`src/rtl/multicycle_ctrl.sv`:
```
// Control FSM for a multi-cycle RV32I datapath with a shared memory.
// It sequences each instruction, times out stalled memory accesses and halts on SYSTEM or illegal opcodes.
//
// state  | meaning
// FETCH  | read instruction at PC, load IR/old_pc and bump PC on mem_ready
// DECODE | latch opcode, pick the execute path or halt
// EXEC   | ALU operation; branches and jumps finish here
// MEM    | data access at ALU address; loads go to WB, stores finish
// WB     | register-file write of ALU result or load data
// HALT   | sticky stop with cause flags; only rst exits
module multicycle_ctrl #(
  parameter int unsigned MEM_TIMEOUT = 255
) (
  input  logic       clk,
  input  logic       rst,
  input  logic [4:0] opcode,
  input  logic       branch_taken,
  input  logic       mem_ready,
  output logic       mem_req,
  output logic       mem_we,
  output logic       IorD,
  output logic       ir_write,
  output logic       pc_write,
  output logic [1:0] pc_src,
  output logic [1:0] ALUop,
  output logic [1:0] ALUsrcA,
  output logic       ALUsrcB,
  output logic       regWrite,
  output logic [1:0] wb_sel,
  output logic       halted,
  output logic       illegal,
  output logic       bus_err
);

  typedef enum logic [2:0] {FETCH, DECODE, EXEC, MEM, WB, HALT} state_t;

  localparam logic [4:0] OP_LOAD   = 5'd0;
  localparam logic [4:0] OP_IMM    = 5'd4;
  localparam logic [4:0] OP_AUIPC  = 5'd5;
  localparam logic [4:0] OP_STORE  = 5'd8;
  localparam logic [4:0] OP_OP     = 5'd12;
  localparam logic [4:0] OP_LUI    = 5'd13;
  localparam logic [4:0] OP_BRANCH = 5'd24;
  localparam logic [4:0] OP_JALR   = 5'd25;
  localparam logic [4:0] OP_JAL    = 5'd27;
  localparam logic [4:0] OP_SYSTEM = 5'd28;

  localparam logic [7:0] TO_LAST = 8'(MEM_TIMEOUT - 1);

  state_t     state, state_n;
  logic [4:0] op_q;
  logic [7:0] cnt, cnt_n;
  logic       illegal_q, bus_err_q;
  logic       set_illegal, set_bus_err;
  logic       req, timeout;

  assign req     = (state == FETCH) || (state == MEM);
  assign timeout = req && !mem_ready && (cnt == TO_LAST);

  always_comb begin
    state_n     = state;
    set_illegal = 1'b0;
    set_bus_err = 1'b0;
    mem_req     = 1'b0;
    mem_we      = 1'b0;
    IorD        = 1'b0;
    ir_write    = 1'b0;
    pc_write    = 1'b0;
    pc_src      = 2'b00;
    ALUop       = 2'b00;
    ALUsrcA     = 2'b00;
    ALUsrcB     = 1'b0;
    regWrite    = 1'b0;
    wb_sel      = 2'b00;
    halted      = 1'b0;
    illegal     = 1'b0;
    bus_err     = 1'b0;

    // ALU operand selection stays stable from EXEC through MEM/WB
    if (state == EXEC || state == MEM || state == WB) begin
      case (op_q)
        OP_LOAD, OP_STORE, OP_JALR: ALUsrcB = 1'b1;
        OP_OP:     ALUop = 2'b10;
        OP_IMM:    begin ALUsrcB = 1'b1; ALUop = 2'b11; end
        OP_LUI:    begin ALUsrcB = 1'b1; ALUsrcA = 2'b10; end
        OP_AUIPC:  begin ALUsrcB = 1'b1; ALUsrcA = 2'b01; end
        OP_BRANCH: ALUop = 2'b01;
        default:   ;
      endcase
    end

    case (state)
      FETCH: begin
        mem_req = 1'b1;
        if (mem_ready) begin
          ir_write = 1'b1;
          pc_write = 1'b1;
          state_n  = DECODE;
        end else if (timeout) begin
          set_bus_err = 1'b1;
          state_n     = HALT;
        end
      end
      DECODE: begin
        case (opcode)
          OP_LOAD, OP_IMM, OP_AUIPC, OP_STORE, OP_OP, OP_LUI,
          OP_BRANCH, OP_JALR, OP_JAL: state_n = EXEC;
          OP_SYSTEM: state_n = HALT;
          default: begin
            set_illegal = 1'b1;
            state_n     = HALT;
          end
        endcase
      end
      EXEC: begin
        case (op_q)
          OP_LOAD, OP_STORE: state_n = MEM;
          OP_OP, OP_IMM, OP_LUI, OP_AUIPC: state_n = WB;
          OP_BRANCH: begin
            pc_src   = 2'b01;
            pc_write = branch_taken;
            state_n  = FETCH;
          end
          OP_JAL: begin
            pc_src   = 2'b01;
            pc_write = 1'b1;
            regWrite = 1'b1;
            wb_sel   = 2'b10;
            state_n  = FETCH;
          end
          OP_JALR: begin
            pc_src   = 2'b10;
            pc_write = 1'b1;
            regWrite = 1'b1;
            wb_sel   = 2'b10;
            state_n  = FETCH;
          end
          default: state_n = HALT;
        endcase
      end
      MEM: begin
        mem_req = 1'b1;
        IorD    = 1'b1;
        mem_we  = (op_q == OP_STORE);
        if (mem_ready) begin
          state_n = (op_q == OP_LOAD) ? WB : FETCH;
        end else if (timeout) begin
          set_bus_err = 1'b1;
          state_n     = HALT;
        end
      end
      WB: begin
        regWrite = 1'b1;
        wb_sel   = (op_q == OP_LOAD) ? 2'b01 : 2'b00;
        state_n  = FETCH;
      end
      HALT: begin
        halted  = 1'b1;
        illegal = illegal_q;
        bus_err = bus_err_q;
      end
      default: state_n = FETCH;
    endcase

    // Reset is synchronous, so the state may still be stale; mask everything while it is held
    if (rst) begin
      mem_req  = 1'b0;
      mem_we   = 1'b0;
      IorD     = 1'b0;
      ir_write = 1'b0;
      pc_write = 1'b0;
      pc_src   = 2'b00;
      ALUop    = 2'b00;
      ALUsrcA  = 2'b00;
      ALUsrcB  = 1'b0;
      regWrite = 1'b0;
      wb_sel   = 2'b00;
      halted   = 1'b0;
      illegal  = 1'b0;
      bus_err  = 1'b0;
    end
  end

  always_comb begin
    cnt_n = cnt;
    if (mem_ready || state_n != state) begin
      cnt_n = 8'd0;
    end else if (req) begin
      cnt_n = cnt + 8'd1;
    end
  end

  always_ff @(posedge clk) begin
    if (rst) begin
      state     <= FETCH;
      op_q      <= 5'd0;
      cnt       <= 8'd0;
      illegal_q <= 1'b0;
      bus_err_q <= 1'b0;
    end else begin
      state <= state_n;
      cnt   <= cnt_n;
      if (state == DECODE) op_q <= opcode;
      if (set_illegal) illegal_q <= 1'b1;
      if (set_bus_err) bus_err_q <= 1'b1;
    end
  end

endmodule

```
`config.mk`:
```
export PLATFORM = sky130hd
export DESIGN_NAME = multicycle_ctrl
export DESIGN_NICKNAME = d
export VERILOG_FILES = /design/src/rtl/multicycle_ctrl.sv
export SDC_FILE = /design/constraint.sdc
export NUM_CORES = 1
export LEC_CHECK = 0
export BUFFER_PORTS_ARGS = -buffer_cell sky130_fd_sc_hd__buf_2
export CORE_MARGIN = 8
export CORE_UTILIZATION = 57
export CTS_CLUSTER_DIAMETER = 30
export DETAILED_ROUTE_END_ITERATION = 6
export PLACE_DENSITY = 0.83
export SYNTH_ARGS = -nofsm -noshare
export SYNTH_HDL_FRONTEND = slang
export SYNTH_SLANG_ARGS = --single-unit
```
`constraint.sdc`:
```
create_clock -name clk -period 2.6 [get_ports clk]
set_input_delay 0.13 -clock clk [delete_from_list [all_inputs] [get_ports clk]]
set_output_delay 0.13 -clock clk [all_outputs]
set_load 0.01 [all_outputs]
```
# Word level (Yosys, flattened, before mapping)
# Index checks and enable logic that the tools add are counted.
# word_totals
register_bits	18
latchBits	0
ram_bits	0
mem_bits_ro	0
in_bits	9
output_inout_bits	18
wordCells	99
n_memories	0
# classes
n_addsub	1
mul	0
n_div	0
n_lt_le_gt_ge	0
n_eq_ne	24
shifts	0
mux	49
bitwise_logic	0
n_reduce_logical	20
# ops
operator	count
equality test 5 bit, second input constant	7
equality test 5 x 4 -> 1 bit, second input constant	6
2-to-1 mux 1 bit	27
equality test 5 x 3 -> 1 bit, second input constant	4
2-to-1 mux 2 bit	8
2-to-1 mux 3 bit	5
case mux 3 bit (5 select lines)	1
case mux 2 bit (2 select lines)	3
logical NOT 5 bit	2
OR reduction 10 bit	1
OR reduction 2 bit	5
case mux 3 bit (3 select lines)	1
OR reduction 9 bit	1
adder 8 x 1 -> 8 bit, second input constant	1
equality test 8 bit, second input constant	1
equality test 3 x 2 -> 1 bit, second input constant	2
equality test 3 bit, second input constant	2
case mux 1 bit (2 select lines)	3
case mux 2 bit (3 select lines)	1
OR reduction 6 bit	1
logical OR 1 bit	4
OR reduction 4 bit	1
equality test 3 x 1 -> 1 bit, second input constant	1
logical NOT 3 bit	1
4 further kinds	5

# Depth between registers and ports, before layout
# depth
ltp_word	10
mapped_depth	8
mapped_depth_nobuf	8

# Worst setup path before layout
# OpenSTA, ideal clock, no wires.
# synth_timing
kind	register -> output
from	register state[2]
to	output ALUsrcA[0]
arrival_ps	1661
required_time_ps	2470
path_slack_ps	809
path_stages_with_launch	8
path_buffers	1
cell_sequence	dfxtp_1 -> buf_4 -> inv_2 -> nor3_1 -> a21oi_1 -> or3_1 -> or2_1 -> nor3b_2
# synth_via
elab_chain_cells	5
# synth_rtl
item	line	text
from (decl)	50	state_t state, state_n;
from (signal assigned)	201	state <= state_n;
equality test 3 x 2 -> 1 bit	80	if (state == EXEC || state == MEM || state == WB) begin
logical OR 1 bit	80	
logical OR 1 bit (*)	80	
2-to-1 mux 2 bit (*)	80	
2-to-1 mux 2 bit (*)	166	if (rst) begin
to (decl)	26	output logic [1:0] ALUsrcA,
# Mark *: on every way between the ends. The rest lies on a longest branch, timed or not.

# Final worst setup path
# Ends and elaborated chain as after synthesis.

==> results.txt <==
----------------------------------------------------
[Worst setup path]
  Levels on crit path ... 7
  Largest fanout on the critical path ... 15
  Critical Path Max Stage Delay ... 520 ps
  Critical Path AT ... around 2100 ps
  Kind of end point of the critical path ... output port
  Register-to-register path setup slack ... 410 ps
  Worst Path Buf+Inv ... 2
  Endpoint of the lowest-slack register-to-register path ... cnt[1]$_SDFFE_PP0N_
  Top Family by Delay on Critical Path ... simple AND/OR/NAND/NOR gates
  Worst setup path start ... state[2]$_SDFF_PP0_
  Path depth of the worst reg2reg path ... 5
  Launching element type of the critical path ... flip-flop
  End point of the critical path ... ALUsrcA[0]
  Cell breakdown of the critical path ... inv_2 -> nor3_1 -> a21oi_1 -> or3_1 -> or2_1 -> nor3b_2 -> buf_2
  Library cell contributing the largest single delay on the critical path ... sky130_fd_sc_hd__dfxtp_2
  WP data required ... 2470 ps
  Crit path kind ... reg2out
  Launch instance of the worst register-to-register path ... state[1]$_SDFF_PP0_

[Layout]
  Layout overhead on the synthesized area ... 12.0%
  Number of diodes added for antenna fixing ... 0
  Final-stage net count ... 197
  Commonest non-fill, non-tap cells in the layout ... 33 x sky130_fd_sc_hd__nor2_1, 26 x sky130_fd_sc_hd__buf_2, 17 x sky130_fd_sc_hd__dfxtp_1, 13 x sky130_fd_sc_hd__nand2_1
  Fill cells ... 195
  Reg area ... 362 sq um
  Leading cell type in the layout, fill and taps excluded ... sky130_fd_sc_hd__nor2_1
  Area taken by multi-input logic gates ... 800 sq um
  Share of cells above drive strength 1 ... 21.6%

[Yosys]
  Yosys synthesis warning count ... 0
  Synthesized instance count ... 164
  Number of distinct standard cells referenced by the synthesized netlist ... 45
  Ys flop type ... sky130_fd_sc_hd__dfxtp_1
  Proportion of synthesized chip area in sequential cells ... between 20 and 30%
  Mean Syn Cell Area ... 7.58 sq um
  Count of flip-flops with a built-in enable after synthesis ... 0
  Number of flip-flops and latches in the synthesized netlist ... 18
  Post-synth ARST share ... 0%
  Mapped Nets ... between 150 and 200
  Cell area after synthesis ... 0.00124 sq mm

[Drt]
  Detailed-routed wire length on met2 ... 1410 microns
  Routed length on met1 ... 1330 microns
  Number of vias after detailed routing ... about 1200
  Total DRC errors in the routed layout ... 0
  Sum of met3 wire segment lengths after detailed routing ... 177 microns
  Total detailed-routing wirelength ... 2960 microns
  Count of antenna-violating nets left after detailed routing ... 0
  Initial DRT Pass Iterations ... 4
  Vias per cell ... 5.73
  Average detailed-routed wire length per instance ... 13.9 microns
  Top sig layer ... met4
  DRT iter0 DRCs ... 55

[Clock tree]
  Hold-fix buffers, CTS ... 0
  Buffer count from post-CTS setup fixing ... 0
  Root Buffer ... sky130_fd_sc_hd__clkbuf_4
  Clock Pin Slew Worst Setup and Hold Paths ... 100 ps
  Number of H-tree levels ... 1
  Clock sinks ... 18
  Number of buffers inserted during clock tree synthesis ... 3
  TritonCTS clock tree ... built
  Clock latency of the later-clocked register in the worst-skew pair ... 290 ps
  Number of buffers on the longest clock path ... 2

[Power and ir drop]
  Switching Share ... 36.1%
  Switching power of the nets ... ~0.00027 W
  Worst-case vdd ir drop ... 0.416 mV
  Pwr per Cell Area ... 540 mW/mm^2
  Clock power frac ... between 20% and 30%
  Internal power ... 0.000481 W
  Part of the total power dissipated in sequential elements ... ~47%
  Static Leak ... 0.571 nW
  Part of the power in combinational logic ... 30.6%

[Floorplan]
  Area inside the core boundary ... 0.00213 sq mm
  Row cnt ... 17
  Die Width ... roughly 63 microns
  Starting utilization of the core area ... 58.5%
  Overall die area ... 0.00393 sq mm
  Number of placed I/O pins ... 27
  Vertical die dimension ... 62.7 microns

[STA]
  Final Skew ... approximately 1.1 ps
  Maximum clock frequency ... 0.447 GHz
  Setup Total Neg Slack ... 0 ps
  Final count of pins violating max slew ... 0
  Tmin final ... 2240 ps
  Slew at the pin closest to its max-slew limit ... 593 ps
  Count of endpoints failing setup in the final report ... 0
  Worst hold-check slack ... between 90 and 100 ps
  Max-slew headroom at the worst pin ... 60.3%
  Number of failing hold endpoints at the final stage ... 0
  Unrepaired setup endpoints after global routing ... false
  Share of the cycle needed by the critical path after routing ... a little under nine tenths

[Global routing]
  Gr ovfl total ... 0
  GRT Total Usage ... 14.8%
  Largest net degree at the start of global routing ... 20
  Number of global-route vias before repair ... 1203
  Antenna violations before repair ... 0
  First-pass GRT wire length ... 5010 microns

[Flow run]
  Max_cap viols ... 0

[Outcome]
  Result of the run ... complete, no violations

[Min path]
  Min-Delay Path Class ... in2reg

[Placed design]
  Number of port buffers ... 26
  Half-perimeter wire length after placement ... between 2000 and 2500 microns
  Routability congestion estimate ... 0.899

----------------------------------------------------
-- through the flow --
stage	power, W	utilization (%)	area (sq um)	std cells	worst slack, ps
final	0.000752	65.5	1390	213	362
after global routing	0.000796	65.5	1390	213	205
after CTS	0.000754	65.4	1390	213	169
after detailed placement	0.000583	63.7	1360	209	474
after global placement	0.000574	63.7	1360	209	590
after floorplan	0.000538	-	1240	164	809
-- logic make-up (layout without fill, tap and decap cells) --
family	after synthesis	in the layout	synth area share, %
and+or+nand+nor	87	87	36.9
AOI/OAI and AO/OA	28	28	16.4
DFF	18	18	29.0
buffers and inverters	17	38	6.74
xor gates and xnor gates	7	7	4.93
muxes	5	5	4.02
adders and majority gates	2	2	2.01
-- layout make-up --
cell class,instances,share of cell area (%)
sequential,18,26.0
timing repair buffer,26,9.34
multi-input combinational,129,57.4
inverter,8,2.16
clock buffer,4,2.61
tap,28,2.52
-- synth_stat cells (5+ instances only) --
cell | n | area, sq um
sky130_fd_sc_hd__dfxtp_1 | 18 | 360
sky130_fd_sc_hd__mux2i_1 | 5 | 50.1
sky130_fd_sc_hd__nor3_1 | 6 | 30.0
sky130_fd_sc_hd__nor2b_1 | 5 | 31.3
sky130_fd_sc_hd__nor2_1 | 33 | 124
sky130_fd_sc_hd__nand2_1 | 13 | 48.8
sky130_fd_sc_hd__inv_1 | 6 | 22.5
sky130_fd_sc_hd__a21oi_1 | 6 | 30.0
-- what timing repair did --
action                                  in CTS  in global routing
hold endpoints to repair                     0                  0
endpoints found under the setup margin       0                  1
resized for setup                            0                  1
-- routing by layer --
| metal | track usage, % | up-vias |
|---|---|---|
| met4 | 7.98 | 0 |
| met1 | 17.3 | 564 |
| met5 | 0 | - |
| li1 | - | 621 |
| met2 | 24.1 | 32 |
| met3 | 3.76 | 4 |
-- worst reg2reg max path, stage by stage (launching register included) --
cell	delay (ps)
sky130_fd_sc_hd__dfxtp_1	590
sky130_fd_sc_hd__nor4bb_1	540
sky130_fd_sc_hd__a22oi_1	170
sky130_fd_sc_hd__a211oi_1	320
sky130_fd_sc_hd__o211ai_2	250
sky130_fd_sc_hd__a211oi_2	250
-- how the worst min path moves through the flow --
stage,slack (ps),endpoint,depth (start not counted),start
after detailed placement,400,op_q[2]$_SDFFE_PP0P_,3,opcode[2]
after global routing,110,op_q[4]$_SDFFE_PP0P_,3,opcode[4]
after CTS,90,op_q[2]$_SDFFE_PP0P_,3,opcode[2]
after floorplan,280,op_q[2]$_SDFFE_PP0P_,2,opcode[2]
final,90,op_q[2]$_SDFFE_PP0P_,3,opcode[2]
after global placement,400,op_q[2]$_SDFFE_PP0P_,3,opcode[2]
-- power by group through the flow --
stage	sequential [W]	combinational [W]	clock (W)
after floorplan	0.000321	0.000217	0
after global placement	0.000352	0.000223	0
after detailed placement	0.000355	0.000227	0
after CTS	0.000349	0.000229	0.000176
after global routing	0.000356	0.000256	0.000185
final	0.000351	0.000230	0.000171
-- registers in the layout, indices dropped and copies added (netlist names) --
name       flops
cnt            8
op_q           5
bus_err_q      1
illegal_q      1
state          3
Power figures use the tool's default switching activity.
